## src/rtl/demux_pkg.sv

```systemverilog
// Shared types and default sizing for the TDM demultiplexer.
// The DEMUX_HOLD_EN build option is applied in demux_lane_reg.
package demux_pkg;

    localparam int DEMUX_DW  = 8;
    localparam int DEMUX_NCH = 4;

    typedef enum logic {
        ST_IDLE = 1'b0,
        ST_RUN  = 1'b1
    } demux_state_t;

    // Channel counter width; a single lane would still need one bit.
    function automatic int demux_cw(input int nch);
        return (nch > 1) ? $clog2(nch) : 1;
    endfunction

endpackage

```

## src/rtl/demux_lane_reg.sv

```systemverilog
// One output lane of the TDM demultiplexer: registered sample plus a valid pulse.
// With DEMUX_HOLD_EN the sample is kept until overwritten; otherwise it reads 0 outside its pulse.
module demux_lane_reg #(
    parameter int DW = 8
) (
    input  logic          clk,
    input  logic          rst_n,
    input  logic          i_load,
    input  logic [DW-1:0] i_data,
    output logic [DW-1:0] o_data,
    output logic          o_valid
);

    logic [DW-1:0] r_data;
    logic          r_valid;

    always_ff @(posedge clk or negedge rst_n) begin
        if (!rst_n) begin
            r_data  <= '0;
            r_valid <= 1'b0;
        end else begin
            r_valid <= i_load;
            if (i_load) begin
                r_data <= i_data;
            end else begin
`ifdef DEMUX_HOLD_EN
                r_data <= r_data;
`else
                r_data <= '0;
`endif
            end
        end
    end

    assign o_data  = r_data;
    assign o_valid = r_valid;

endmodule

```

## src/rtl/demux4_tdm.sv

```systemverilog
// Framed TDM demultiplexer: steers a serial sample stream onto NCH registered lanes.
// Lane hold-versus-clear behaviour is selected by the DEMUX_HOLD_EN macro.
//
// state | meaning
// IDLE  | unlocked; samples dropped until a valid start-of-frame
// RUN   | locked; each valid sample goes to lane ch, ch advances
module demux4_tdm
    import demux_pkg::*;
#(
    parameter int DW  = DEMUX_DW,
    parameter int NCH = DEMUX_NCH
) (
    input  logic              clk,
    input  logic              rst_n,
    input  logic [DW-1:0]     in_data,
    input  logic              in_valid,
    input  logic              in_sof,
    output logic [NCH*DW-1:0] out_data,
    output logic [NCH-1:0]    out_valid,
    output logic              frame_done,
    output logic              frame_err,
    output logic              locked
);

    localparam int            CW      = demux_cw(NCH);
    localparam logic [CW-1:0] LAST_CH = CW'(NCH - 1);
    localparam logic [CW-1:0] CH_ONE  = CW'(1);

    demux_state_t  r_state;
    demux_state_t  w_state_nxt;
    logic [CW-1:0] r_ch;
    logic [CW-1:0] w_ch_nxt;
    logic          r_frame_done;
    logic          r_frame_err;
    logic [NCH-1:0] w_load;
    logic          w_done;
    logic          w_err;

    always_ff @(posedge clk or negedge rst_n) begin
        if (!rst_n) begin
            r_state      <= ST_IDLE;
            r_ch         <= '0;
            r_frame_done <= 1'b0;
            r_frame_err  <= 1'b0;
        end else begin
            r_state      <= w_state_nxt;
            r_ch         <= w_ch_nxt;
            r_frame_done <= w_done;
            r_frame_err  <= w_err;
        end
    end

    always_comb begin
        w_state_nxt = r_state;
        w_ch_nxt    = r_ch;
        if (in_valid) begin
            case (r_state)
                ST_IDLE: begin
                    if (in_sof) begin
                        w_state_nxt = ST_RUN;
                        w_ch_nxt    = CH_ONE;
                    end
                end
                ST_RUN: begin
                    if (in_sof) begin
                        w_ch_nxt = CH_ONE;
                    end else if (r_ch == '0) begin
                        w_state_nxt = ST_IDLE;
                        w_ch_nxt    = '0;
                    end else if (r_ch == LAST_CH) begin
                        w_ch_nxt = '0;
                    end else begin
                        w_ch_nxt = r_ch + CH_ONE;
                    end
                end
                default: begin
                    w_state_nxt = ST_IDLE;
                    w_ch_nxt    = '0;
                end
            endcase
        end
    end

    // An sof at ch==0 in RUN is simply the start of the next good frame.
    always_comb begin
        w_load = '0;
        w_done = 1'b0;
        w_err  = 1'b0;
        if (in_valid) begin
            case (r_state)
                ST_IDLE: begin
                    if (in_sof) begin
                        w_load[0] = 1'b1;
                    end
                end
                ST_RUN: begin
                    if (in_sof) begin
                        w_load[0] = 1'b1;
                        w_err     = (r_ch != '0);
                    end else if (r_ch == '0) begin
                        w_err = 1'b1;
                    end else begin
                        w_load[r_ch] = 1'b1;
                        w_done       = (r_ch == LAST_CH);
                    end
                end
                default: begin
                    w_load = '0;
                end
            endcase
        end
    end

    for (genvar k = 0; k < NCH; k++) begin : g_lane
        demux_lane_reg #(
            .DW (DW)
        ) u_lane (
            .clk     (clk),
            .rst_n   (rst_n),
            .i_load  (w_load[k]),
            .i_data  (in_data),
            .o_data  (out_data[k*DW +: DW]),
            .o_valid (out_valid[k])
        );
    end

    assign frame_done = r_frame_done;
    assign frame_err  = r_frame_err;
    assign locked     = (r_state == ST_RUN);

endmodule

```

## config.mk

```make
export PLATFORM = sky130hd
export DESIGN_NAME = demux4_tdm
export DESIGN_NICKNAME = d
export VERILOG_FILES = /design/src/rtl/demux_pkg.sv /design/src/rtl/demux_lane_reg.sv /design/src/rtl/demux4_tdm.sv
export SDC_FILE = /design/constraint.sdc
export NUM_CORES = 1
export LEC_CHECK = 0
export BUFFER_PORTS_ARGS = -buffer_cell sky130_fd_sc_hd__buf_2
export CAP_MARGIN = 20
export CORE_MARGIN = 3
export CORE_UTILIZATION = 40
export DETAILED_ROUTE_END_ITERATION = 12
export PLACE_DENSITY = 0.66
export SLEW_MARGIN = 30
export SYNTH_ARGS = -nofsm -noshare
export SYNTH_HDL_FRONTEND = slang
export SYNTH_SLANG_ARGS = --single-unit
```

## constraint.sdc

```tcl
create_clock -name clk -period 2.45 [get_ports clk]
set_clock_uncertainty 0.1 [all_clocks]
set_input_delay 0.49 -clock clk [delete_from_list [all_inputs] [get_ports clk]]
set_output_delay 0.49 -clock clk [all_outputs]
set_load 0.01 [all_outputs]
```

After elaboration in Yosys (flattened, before gate mapping)
Index checks and enable logic that the tools add are counted.
{"block": "totals", "ff_bits": 41, "elab_cells": 51}
{"block": "classes", "n_mux": 29, "order_cmp": 2, "n_reduce_logical": 4, "add_sub_neg": 1, "eq_ne": 2, "bitwise": 1}
{"cell": "$mux 8", "n": 4}
{"cell": "$mux 1", "n": 13}
{"cell": "$mux 2", "n": 4}
{"cell": "$mux 4", "n": 2}
{"cell": "$mux 3", "n": 2}
{"cell": "$pmux 1 s2", "n": 2}
{"cell": "$pmux 2 s2", "n": 1}
{"cell": "$lt 2x3->1 const B", "n": 1}
{"cell": "$add 2x1->2 const B", "n": 1}
{"cell": "$demux 1 s2", "n": 1}
{"cell": "$eq 2x2->1 const B", "n": 1}
{"cell": "$ge 2x1->1 const B", "n": 1}
{"cell": "$logic_not 2->1", "n": 1}
{"cell": "$ne 2x2->1 const B", "n": 1}
{"cell": "$reduce_and 2->1", "n": 1}
{"cell": "$reduce_bool 2->1", "n": 1}
{"cell": "$logic_and 1x1->1", "n": 1}
{"cell": "$not 1->1", "n": 1}

Longest topological paths before layout
Gate-level depths: netlist (run 1).
{"block": "logic_depth", "depth_word": 9, "ltp_mapped": 5}

Hierarchy
Synthesis (run 1) repeated with hierarchy kept, for this count alone.
{"block": "hier_totals", "hier_cells": 98, "hier_area_um2": 1418.9}
{"mod": "demux_lane_reg", "area_each_um2": 275.3, "cells_per_inst": 17, "n_inst": 4, "seq_area_each_um2": 225.2}
{"mod": "demux4_tdm", "area_each_um2": 317.8, "cells_per_inst": 30, "n_inst": 1, "seq_area_each_um2": 125.1}

Worst setup path after synthesis (run 1)
OpenSTA, ideal clock, no wires.
{"block": "synth_path", "kind": "reg-to-reg", "startpoint": "register r_ch[0]", "endpoint": "register g_lane[2].u_lane.r_data[0]", "arrival_ns": 1.083, "path_stages_with_launch": 6, "path_slack_ns": 1.148, "path_cell_list": "dfrtp_1 > inv_1 > ha_1 > and4b_1 > buf_6 > and2_1"}
{"block": "synth_between", "elab_chain_cells": 9}
{"element": "start: declaration", "line_no": "demux4_tdm.sv:31", "source": "logic [CW-1:0] r_ch;"}
{"element": "start signal: assignment", "line_no": "demux4_tdm.sv:47", "source": "r_ch <= w_ch_nxt;"}
{"element": "$lt 2x3->1 (not written as such) / $ge 2x1->1 (equally long branches)", "line_no": "demux4_tdm.sv:103", "source": "w_load[r_ch] = 1'b1;"}
{"element": "$logic_and 1x1->1 (not written as such)", "line_no": "demux4_tdm.sv:103"}
{"element": "$mux 1 (not written as such)", "line_no": "demux4_tdm.sv:103"}
{"element": "$demux 1 s2", "line_no": "demux4_tdm.sv:103"}
{"element": "$mux 4 *", "line_no": "demux4_tdm.sv:100", "source": "end else if (r_ch == '0) begin"}
{"element": "$mux 3 *", "line_no": "demux4_tdm.sv:97", "source": "if (in_sof) begin"}
{"element": "$mux 3 *", "line_no": "demux4_tdm.sv:90", "source": "case (r_state)"}
{"element": "$mux 4 *", "line_no": "demux4_tdm.sv:89", "source": "if (in_valid) begin"}
{"element": "named net g_lane[2].u_lane.i_load", "line_no": "demux_lane_reg.sv:8", "source": "input logic i_load,"}
{"element": "$mux 8 *", "line_no": "demux_lane_reg.sv:23", "source": "if (i_load) begin"}
{"element": "end signal: assignment", "line_no": "demux_lane_reg.sv:24", "source": "r_data <= i_data;"}
{"element": "end: declaration", "line_no": "demux_lane_reg.sv:14", "source": "logic [DW-1:0] r_data;"}
The timed path passes the listed nets; every way through them passes the cells marked *.
A chain may end at the register's enable or synchronous reset.

Worst setup path in the final report (run 1)
{"block": "layout_path", "startpoint": "register r_state (netlist: locked)", "endpoint": "output port locked"}
{"element": "start: declaration", "line_no": "demux4_tdm.sv:29", "source": "demux_state_t r_state;"}
{"element": "start signal: assignment", "line_no": "demux4_tdm.sv:46", "source": "r_state <= w_state_nxt;"}
{"element": "end: declaration", "line_no": "demux4_tdm.sv:22", "source": "output logic locked"}
No word-level cell between the ends.

==> results.sh, run 1 <==
export IMPL_run_status="complete, no violations"
export IMPL_synthCells=107
export IMPL_portBuffers=50
export IMPL_die_w_um=66.86
export IMPL_core_um2=3442
export IMPL_drive_above_1_share=0.3896
export IMPL_finalMaxSlewViolations=0
export IMPL_cp_cell_sequence="buf_2"
export IMPL_slowest_stage="dfrtp_1"
export IMPL_power_switching_w=0.0003858
export IMPL_tns_ns=0
export IMPL_critPathTopFamily="flip-flops"
export IMPL_synthAdderAreaFrac=0.05068
export IMPL_hold_slack_ns=0.1921
export IMPL_cap_violations=0
export IMPL_finalNonFillerCells=200
export IMPL_slowest_delay_ns=0.53
export IMPL_syn_nets=125
export IMPL_antenna_found_initial=0
export IMPL_finalSetupViolCount=0
export IMPL_period_minus_slack_ns=1.609
export IMPL_gp_congestion=0.7580
export IMPL_root_buffer="clkbuf_8"
export IMPL_r2r_start="r_ch[0]$_DFFE_PN0P_"
export IMPL_synthMuxAreaShare=0
export IMPL_critPathLaunchType="register"
export IMPL_combPwrFrac=0.150
export IMPL_end_kind="output pin"
export IMPL_cts_hold_fix_buffers=0
export IMPL_synth_xor_area_frac=0
export IMPL_path_class="reg2out"
export IMPL_drt_pass1_iterations=2
export IMPL_finalHoldViolations=0
export IMPL_cts_htree_levels=2
export IMPL_synthTopCellsByCount="dfrtp_1 (40), and2_1 (25), and3_1 (7), ha_1 (6)"
export IMPL_rsz0062_at_grt="no"
export IMPL_clk_path_buf_depth=2
export IMPL_n_antenna_cell=0
export IMPL_cts_tree="done"
export IMPL_slew_headroom=0.4559
export IMPL_clk_latency_ns=0.29
export IMPL_vias_per_cell=4.495
export IMPL_powerDensity_nw_per_um2=778.6
export IMPL_synth_most_common_cell="dfrtp_1"
export IMPL_synth_top_area_share=0.6757
export IMPL_synth_ff_type="dfrtp_1"
export IMPL_wl_per_cell_um=13.35
export IMPL_postCtsSetupBuffers=0
export IMPL_ios=51
export IMPL_dp_cells=192
export IMPL_cts_sinks=40
export IMPL_yosysWarningCount=0
export IMPL_clkTransAtPathRegs_ns=0.08
export IMPL_first_global_vias=829
export IMPL_syn_area_um2=1481
export IMPL_grt_pass1_wl_mm=4.181
export IMPL_yosysTopAreaCell="dfrtp_1"
export IMPL_r2r_slack_ns=1.02
export IMPL_seq_power_share=0.550
export IMPL_arrival_ns=1.02
export IMPL_grt_overflow_total=0
export IMPL_cts_resized_gates=0
export IMPL_design_area_um2=1788
export IMPL_die_area_um2=4470
export IMPL_critPathMaxFanout=11
export IMPL_power_total_w=0.001392
export IMPL_wirelength_mm=2.670
export IMPL_power_leakage_nw=1.063
export IMPL_die_y_um=66.86
export IMPL_cp_num_buf_inv=1
export IMPL_initial_core_util=0.4304
export IMPL_num_rows=21
export IMPL_synth_area_per_cell_um2=13.85
export IMPL_netSwitchingFraction=0.2772
export IMPL_timing_final_crit_share=0.6569
export IMPL_detail_route_antenna_nets=0
export IMPL_vdd_drop_max_v=0.0004491
export IMPL_fmax_mhz=621.4
export IMPL_drc=0
export IMPL_dr_first_iter_drc_count=44
export IMPL_dr_total_vias=899
export IMPL_critPathRequiredTime_ns=1.86
export IMPL_grt_total_usage=0.1318
export IMPL_tightest_slew_ns=0.8161
export IMPL_synthToLayoutAreaGrowth_pct=20.69
export IMPL_rr_worst_depth=4
export IMPL_synth_seq_cells=40
export IMPL_synth_compound_area_frac=0.01351
export IMPL_grt_max_degree=41
export IMPL_synth_edf_count=0
export IMPL_r2r_end="g_lane[2].u_lane.o_data[5]$_DFF_PN0_"
export IMPL_p_int_w=0.001006
export IMPL_yosysSeqAreaShare=0.6757
export IMPL_synth_simple_area_share=0.1926
export IMPL_nets=171
export IMPL_placed_area_um2=1700
export IMPL_synth_top_family_by_area="simple AND/OR/NAND/NOR gates"
export IMPL_synthTopCellsByArea="dfrtp_1 (68%), and2_1 (11%), ha_1 (5.1%)"
export IMPL_clockPowerShare=0.300
export IMPL_synth_cell_types=21
export IMPL_synth_async_reset_ratio=1.000
export IMPL_hp_class="in2async"
export IMPL_dp_hpwl_mm=1.883
export IMPL_numCtsBuffers=5
-- layer usage --
layer / wire length, µm / GRT usage / share of wire / up-vias
met3: 294 / 0.05059 / 0.11 / 5
met2: 1224 / 0.1931 / 0.46 / 43
met1: 1103 / 0.1718 / 0.41 / 422
met4: 47 / 0.06076 / 0.018 / 0
li1: - / - / - / 429
met5: 0 / 0 / 0 / -
-- power by group through the flow --
stage                     clock [W]  sequential [W]  combinational, W
final                      0.000418        0.000765          0.000209
after global routing       0.000464        0.000771          0.000242
after CTS                  0.000428        0.000764          0.000216
after detailed placement          0        0.000776          0.000215
after global placement            0        0.000772          0.000210
after floorplan                   0        0.000783          0.000135
-- state kept, by name (all words and copies together) (netlist names) --
name                   cells
frame_done                 1
frame_err                  1
g_lane.u_lane.o_data      32
g_lane.u_lane.o_valid      3
locked                     1
r_ch                       2
-- kinds of logic (layout without fill, tap and decap cells) --
| logic type | Yosys count | after routing |
|---|---|---|
| adders and majority gates | 6 | 6 |
| buffers and inverters | 14 | 61 |
| AOI/OAI and AO/OA | 3 | 3 |
| DFF | 40 | 40 |
| and+or+nand+nor | 44 | 44 |
-- area by class of cell --
type | instances | area [µm²]
multi-input cells | 53 | 380.4
inverters | 3 | 11.26
well taps | 46 | 57.56
repair buffers | 50 | 250.2
flip-flops and latches | 40 | 1001
clock inverters | 3 | 18.77
fillers | 311 | 1654
clock buffers | 5 | 68.82
-- per-stage QoR --
step	utilization	setup slack [ns]
final	0.5194	0.8406
after global routing	0.5194	0.8001
after CTS	0.5194	0.8451
after detailed placement	0.4940	0.8823
after global placement	0.4940	0.9112
after floorplan	-	1.148
-- cell usage in the layout (no fill, tap or decap), types with 2 or more instances in the layout --
master    synthesis  final
nor3_1            2      2
clkbuf_8          0      5
nor2_1            2      2
ha_1              6      6
and4b_1           3      3
and3_1            7      7
buf_2             1     50
inv_1             3      3
and2_1           25     25
dfrtp_1          40     40
clkinv_2          0      2
-- worst max-delay path by stage --
| stage | end | startpoint | cells after the start | slack (ns) |
|---|---|---|---|---|
| after floorplan | g_lane[2].u_lane.o_data[0]$_DFF_PN0_ | r_ch[0]$_DFFE_PN0P_ | 5 | 1.15 |
| after global placement | g_lane[1].u_lane.o_data[4]$_DFF_PN0_ | in_valid | 3 | 0.91 |
| after detailed placement | g_lane[1].u_lane.o_data[0]$_DFF_PN0_ | in_valid | 3 | 0.88 |
| after CTS | locked | locked$_DFFE_PN0P_ | 1 | 0.85 |
| after global routing | locked | locked$_DFFE_PN0P_ | 1 | 0.80 |
| final | locked | locked$_DFFE_PN0P_ | 1 | 0.84 |
Note: power is estimated with default switching activity, not from simulation.
==> run 2: changes to the inputs <==
PLACE_DENSITY = 0.69   (was 0.66)
clock period = 1.44 ns   (was 2.45 ns; I/O delays follow)
==> run 2 against run 1 <==
Non-clock buffer count up 6. Critical path depth stayed put. Routed wire length rose by 4.9%. Worst setup slack got worse by 0.78 ns. Clock power up 110%. Hold slack got worse by 0.055 ns. Final cell count grew 3.0%. Die area unchanged. Critical path type unchanged. Highest routed layer unchanged.
==> results.sh, run 2 (synthesis results as in run 1) <==
export IMPL_wl_per_cell_um=13.60
export IMPL_critPathRequiredTime_ns=1.05
export IMPL_vdd_drop_max_v=0.0005707
export IMPL_portBuffers=50
export IMPL_r2r_slack_ns=0.06
export IMPL_final_util=0.5445
export IMPL_drc=0
export IMPL_final_common_cell="buf_2"
export IMPL_hold_start="in_data[6]"
export IMPL_gp_congestion=0.7572
export IMPL_combPwrFrac=0.153
export IMPL_clockPowerShare=0.342
export IMPL_n_antenna_cell=0
export IMPL_pre_cts_slack_ns=0.01016
export IMPL_layout_common_cells="buf_2 (50), dfrtp_1 (40), and2_1 (25)"
export IMPL_cts_sinks=40
export IMPL_tightest_slew_ns=0.4087
export IMPL_clk_latency_ns=0.29
export IMPL_vias_per_cell=4.461
export IMPL_first_global_vias=949
export IMPL_hp_class="in2reg"
export IMPL_run_status="complete, no violations"
export IMPL_drt_pass1_iterations=4
export IMPL_die_w_um=66.86
export IMPL_p_int_w=0.001915
export IMPL_netSwitchingFraction=0.2576
export IMPL_r2r_start="r_ch[0]$_DFFE_PN0P_"
export IMPL_critPathMaxFanout=11
export IMPL_grt_overflow_total=0
export IMPL_finalHoldViolations=0
export IMPL_hold_depth=2
export IMPL_cts_htree_levels=2
export IMPL_cts_tree="done"
export IMPL_detail_route_antenna_nets=0
export IMPL_core_um2=3442
export IMPL_power_switching_w=0.0006645
export IMPL_wirelength_mm=2.802
export IMPL_grt_total_usage=0.1394
export IMPL_synthToLayoutAreaGrowth_pct=26.52
export IMPL_seq_power_share=0.504
export IMPL_powerDensity_nw_per_um2=1376
export IMPL_arrival_ns=1.00
export IMPL_slowest_stage="dfrtp_1"
export IMPL_grt_pass1_wl_mm=4.422
export IMPL_tns_ns=0
export IMPL_design_area_um2=1874
export IMPL_critPathTopFamily="flip-flops"
export IMPL_fin_ws_ns=0.05571
export IMPL_die_area_um2=4470
export IMPL_slowest_delay_ns=0.51
export IMPL_numCtsBuffers=5
export IMPL_hold_end="g_lane[3].u_lane.o_data[6]$_DFF_PN0_"
export IMPL_antenna_found_initial=0
export IMPL_dr_first_iter_drc_count=27
export IMPL_finalMaxSlewViolations=0
export IMPL_rr_worst_depth=4
export IMPL_die_y_um=66.86
export IMPL_period_minus_slack_ns=1.384
export IMPL_hold_slack_ns=0.1371
export IMPL_grt_max_degree=19
export IMPL_r2r_end="g_lane[2].u_lane.o_data[1]$_DFF_PN0_"
export IMPL_nets=177
export IMPL_power_leakage_nw=1.099
export IMPL_finalSetupViolCount=0
export IMPL_cap_violations=0
export IMPL_ios=51
export IMPL_slew_headroom=0.7276
export IMPL_largest_reg_flops=32
export IMPL_num_rows=21
export IMPL_dp_hpwl_mm=2.080
export IMPL_path_class="reg2out"
export IMPL_clk_path_buf_depth=2
export IMPL_fmax_mhz=722.4
export IMPL_clkTransAtPathRegs_ns=0.08
export IMPL_cp_cell_sequence="buf_2"
export IMPL_end_kind="output pin"
export IMPL_dr_total_vias=919
export IMPL_initial_core_util=0.4304
export IMPL_root_buffer="clkbuf_8"
export IMPL_drive_above_1_share=0.4250
export IMPL_timing_final_crit_share=0.9613
export IMPL_nFillCells=307
export IMPL_critPathLaunchType="register"
export IMPL_placed_area_um2=1743
export IMPL_cp_num_buf_inv=1
==> run 2: cell types whose count changed in the layout (fill, tap and decap cells not counted) <==
cell           previous run  this run
and4b_2                   0         2
inv_2                     0         1
buf_4                     0         4
clkinv_4                  1         0
bufinv_16                 0         1
dlygate4sd3_1             0         1
buf_12                    0         1
clkinvlp_4                0         1
inv_1                     3         2
and4b_1                   3         1
clkinv_2                  2         1
==> run 2: worst max-delay path by stage <==
stage | from | end | slack, ns | cells past startpoint
4_1_cts | r_ch[0]$_DFFE_PN0P_ | g_lane[2].u_lane.o_data[1]$_DFF_PN0_ | 0.03 | 4
6_report | locked$_DFFE_PN0P_ | locked | 0.06 | 1
2_1_floorplan | r_ch[0]$_DFFE_PN0P_ | g_lane[2].u_lane.o_data[0]$_DFF_PN0_ | 0.14 | 5
3_5_place_dp | r_ch[0]$_DFFE_PN0P_ | g_lane[2].u_lane.o_data[6]$_DFF_PN0_ | 0.01 | 4
3_3_place_gp | r_ch[0]$_DFFE_PN0P_ | g_lane[2].u_lane.o_data[7]$_DFF_PN0_ | 0.05 | 4
5_1_grt | r_ch[0]$_DFFE_PN0P_ | g_lane[3].u_lane.o_data[7]$_DFF_PN0_ | -0.004 | 3
==> run 2: power by group through the flow <==
stage	registers, W	clock network, W	logic, W
3_5_place_dp	0.00132	0	0.000385
5_1_grt	0.00131	0.000964	0.000448
3_3_place_gp	0.00131	0	0.000368
4_1_cts	0.00130	0.000904	0.000390
6_report	0.00130	0.000883	0.000395
2_1_floorplan	0.00133	0	0.000230
==> run 2: metrics by stage <==
step	cells	power, W
floorplan	107	0.001562
global placement	196	0.001680
detailed placement	196	0.001707
CTS	205	0.002594
global route	206	0.002726
finish	206	0.002579
==> run 2: layout make-up <==
type / instances / area (µm²) / area share
clock buffers: 5 / 68.82 / 0.03672
clock inverters: 3 / 42.54 / 0.02270
inverters: 3 / 11.26 / 0.006008
multi-input cells: 53 / 382.9 / 0.2043
flip-flops and latches: 40 / 1001 / 0.5340
well taps: 46 / 57.56 / 0.03071
repair buffers: 56 / 310.3 / 0.1656
==> run 2: what timing repair did <==
item                                    in CTS  in global routing
hold buffers                                 1                  0
endpoints found under the hold margin       16                  0
endpoints found under the setup margin       3                 13
setup buffers                                0                  1
resized for setup                            1                  2
==> run 2: layer usage <==
metal  part of all wire  vias to the layer above  global-route usage
li1                   -                      440                   -
met1               0.43                      433              0.1639
met2               0.46                       41              0.2252
met3              0.092                        5             0.05396
met4              0.018                        0             0.06076
met5                  0                        -                   0
==> run 3: changes to the inputs <==
SYNTH_HIERARCHICAL = 1   (was unset)
==> run 3 against run 2 <==
Routed wire length is 0.18% higher. Global-route usage is essentially flat. Count of clock-buffer cells in the layout increased by 1. Synthesized cell count is 8.4% lower. Critical path type is now reg2reg.
==> results.sh, run 3 <==
export IMPL_rsz0062_at_grt="yes"
export IMPL_synthToLayoutAreaGrowth_pct=41.45
export IMPL_r2r_start="r_ch[1]$_DFFE_PN0P_"
export IMPL_end_kind="register"
export IMPL_r2r_slack_ns=0.04
export IMPL_r2r_end="g_lane[1].u_lane/o_data[1]$_DFF_PN0_"
export IMPL_drc=0
export IMPL_cts_htree_levels=2
export IMPL_drive_above_1_share=0.4884
export IMPL_timing_final_crit_share=0.9699
export IMPL_run_status="complete, no violations"
export IMPL_critPathRequiredTime_ns=1.63
export IMPL_gp_congestion=0.8716
export IMPL_dr_total_vias=934
export IMPL_period_minus_slack_ns=1.397
export IMPL_wirelength_mm=2.807
export IMPL_nets=189
export IMPL_vdd_drop_max_v=0.0008011
export IMPL_drt_pass1_iterations=2
export IMPL_clkTransAtPathRegs_ns=0.12
export IMPL_hold_start="in_sof"
export IMPL_root_buffer="clkbuf_4"
export IMPL_yosysWarningCount=6
export IMPL_fmax_mhz=716.0
export IMPL_synth_edf_count=0
export IMPL_nFillCells=265
export IMPL_yosysSeqAreaShare=0.7231
export IMPL_hp_class="in2reg"
export IMPL_grt_total_usage=0.1396
export IMPL_num_rows=20
export IMPL_detail_route_antenna_nets=0
export IMPL_hold_slack_ns=0.05868
export IMPL_path_class="reg2reg"
export IMPL_p_int_w=0.002017
export IMPL_tightest_slew_ns=0.2874
export IMPL_finalSetupViolCount=0
export IMPL_combPwrFrac=0.240
export IMPL_die_area_um2=4297
export IMPL_synth_seq_cells=41
export IMPL_synth_ff_type="dfrtp_1"
export IMPL_finalMaxSlewViolations=0
export IMPL_critPathMaxFanout=5
export IMPL_clk_latency_ns=0.34
export IMPL_netSwitchingFraction=0.2605
export IMPL_grt_max_degree=42
export IMPL_largest_reg_flops=32
export IMPL_synth_most_common_cell="dfrtp_1"
export IMPL_vias_per_cell=4.324
export IMPL_power_leakage_nw=1.148
export IMPL_synth_top_area_share=0.7231
export IMPL_antenna_found_initial=0
export IMPL_final_common_cell="buf_2"
export IMPL_finalHoldViolations=0
export IMPL_hold_end="g_lane[2].u_lane/o_valid$_DFF_PN0_"
export IMPL_arrival_ns=1.59
export IMPL_synth_cell_types=16
export IMPL_portBuffers=50
export IMPL_cts_tree="done"
export IMPL_yosysTopAreaCell="dfrtp_1"
export IMPL_dr_first_iter_drc_count=10
export IMPL_critPathLaunchType="register"
export IMPL_initial_core_util=0.4430
export IMPL_synthTopCellsByArea="dfrtp_1 (72%), and2_1 (14%), ha_1 (5.3%)"
export IMPL_grt_pass1_wl_mm=4.402
export IMPL_synthCells=98
export IMPL_syn_nets=116
export IMPL_rr_worst_depth=6
export IMPL_power_switching_w=0.0007104
export IMPL_numCtsBuffers=5
export IMPL_clockPowerShare=0.286
export IMPL_finalNonFillerCells=216
export IMPL_syn_area_um2=1419
export IMPL_grt_overflow_total=0
export IMPL_hold_depth=2
export IMPL_ios=51
export IMPL_core_um2=3203
export IMPL_final_util=0.6266
export IMPL_cts_sinks=41
export IMPL_wl_per_cell_um=13.00
export IMPL_first_global_vias=933
export IMPL_synth_area_per_cell_um2=14.48
export IMPL_clk_path_buf_depth=2
export IMPL_layout_common_cells="buf_2 (49), dfrtp_1 (41), and2_1 (29)"
export IMPL_cap_violations=0
export IMPL_dp_cells=205
export IMPL_seq_power_share=0.475
export IMPL_die_w_um=65.56
export IMPL_powerDensity_nw_per_um2=1359
export IMPL_die_y_um=65.56
export IMPL_slew_headroom=0.8082
export IMPL_synthTopCellsByCount="dfrtp_1 (41), and2_1 (32), ha_1 (6), inv_1 (3), nor3b_1 (3)"
export IMPL_n_antenna_cell=0
export IMPL_dp_hpwl_mm=2.005
export IMPL_synth_async_reset_ratio=1.000
-- run 3: cells by family (layout without fill, tap and decap cells) --
family          Yosys count  after routing  share of synthesized area
compound gates            3              3                    0.01411
fa+ha+maj                 6              6                    0.05291
buf+inv                   4             78                    0.01587
flops                    41             41                     0.7231
simple gates             44             44                     0.1940
-- run 3: worst max path at each step --
stage,start,to,cells past startpoint
after detailed placement,r_ch[0]$_DFFE_PN0P_,g_lane[2].u_lane/o_data[3]$_DFF_PN0_,4
after global routing,r_ch[0]$_DFFE_PN0P_,r_ch[0]$_DFFE_PN0P_,5
after floorplan,locked$_DFFE_PN0P_,g_lane[3].u_lane/o_data[0]$_DFF_PN0_,3
after CTS,r_ch[1]$_DFFE_PN0P_,g_lane[1].u_lane/o_data[1]$_DFF_PN0_,6
after global placement,r_ch[1]$_DFFE_PN0P_,g_lane[1].u_lane/o_data[7]$_DFF_PN0_,6
final,r_ch[1]$_DFFE_PN0P_,g_lane[1].u_lane/o_data[1]$_DFF_PN0_,6
-- run 3: worst max-delay path: stages (launching register included) --
cell and delay (ns):
dfrtp_1 0.41, buf_6 0.13, inv_2 0.05, ha_1 0.13, nor3b_4 0.25, buf_6 0.15
and2_4 0.13
-- run 3: metal layers --
layer | wire length (µm) | global-route usage | vias up
li1 | - | - | 459
met1 | 1176 | 0.1586 | 433
met2 | 1383 | 0.2453 | 37
met3 | 210 | 0.04615 | 5
met4 | 36 | 0.04663 | 0
met5 | 0 | 0 | -
-- run 3: power by group through the flow --
stage                     registers [W]  clock network [W]  logic (W)
after detailed placement        0.00131                  0   0.000535
final                           0.00129           0.000779   0.000654
after global placement          0.00130                  0   0.000523
after CTS                       0.00129           0.000792   0.000566
after floorplan                 0.00138                  0   0.000157
after global routing            0.00131           0.000851   0.000723
-- run 3: area by class of cell --
cell class | count | area (µm²) | area share
Inverter | 3 | 11.26 | 0.005611
Multi-Input combinational cell | 53 | 411.6 | 0.2051
Tap cell | 44 | 55.05 | 0.02743
Clock inverter | 2 | 37.54 | 0.01870
Clock buffer | 6 | 51.30 | 0.02556
Sequential cell | 41 | 1026 | 0.5112
Timing Repair Buffer | 67 | 414.1 | 0.2064
-- run 3: metrics by stage --
stage / area, µm² / power (W) / setup WS [ns] / TNS [ns]
2_1_floorplan: 1419 / 0.001536 / 0.03576 / 0
3_3_place_gp: 1831 / 0.001827 / -0.1634 / -2.159
3_5_place_dp: 1831 / 0.001845 / -0.1986 / -2.884
4_1_cts: 1949 / 0.002646 / 0.001130 / 0
5_1_grt: 2007 / 0.002881 / -0.03932 / -0.2236
6_report: 2007 / 0.002727 / 0.04338 / 0
-- run 3: timing repair --
item / in CTS / in global routing
buffers inserted: 0 / 2
endpoints found under the setup margin: 18 / 26
endpoints found under the hold margin: 41 / 0
gates cloned: 0 / 0
gates resized for setup: 4 / 12
pin swaps: 0 / 2
hold buffers: 1 / 0
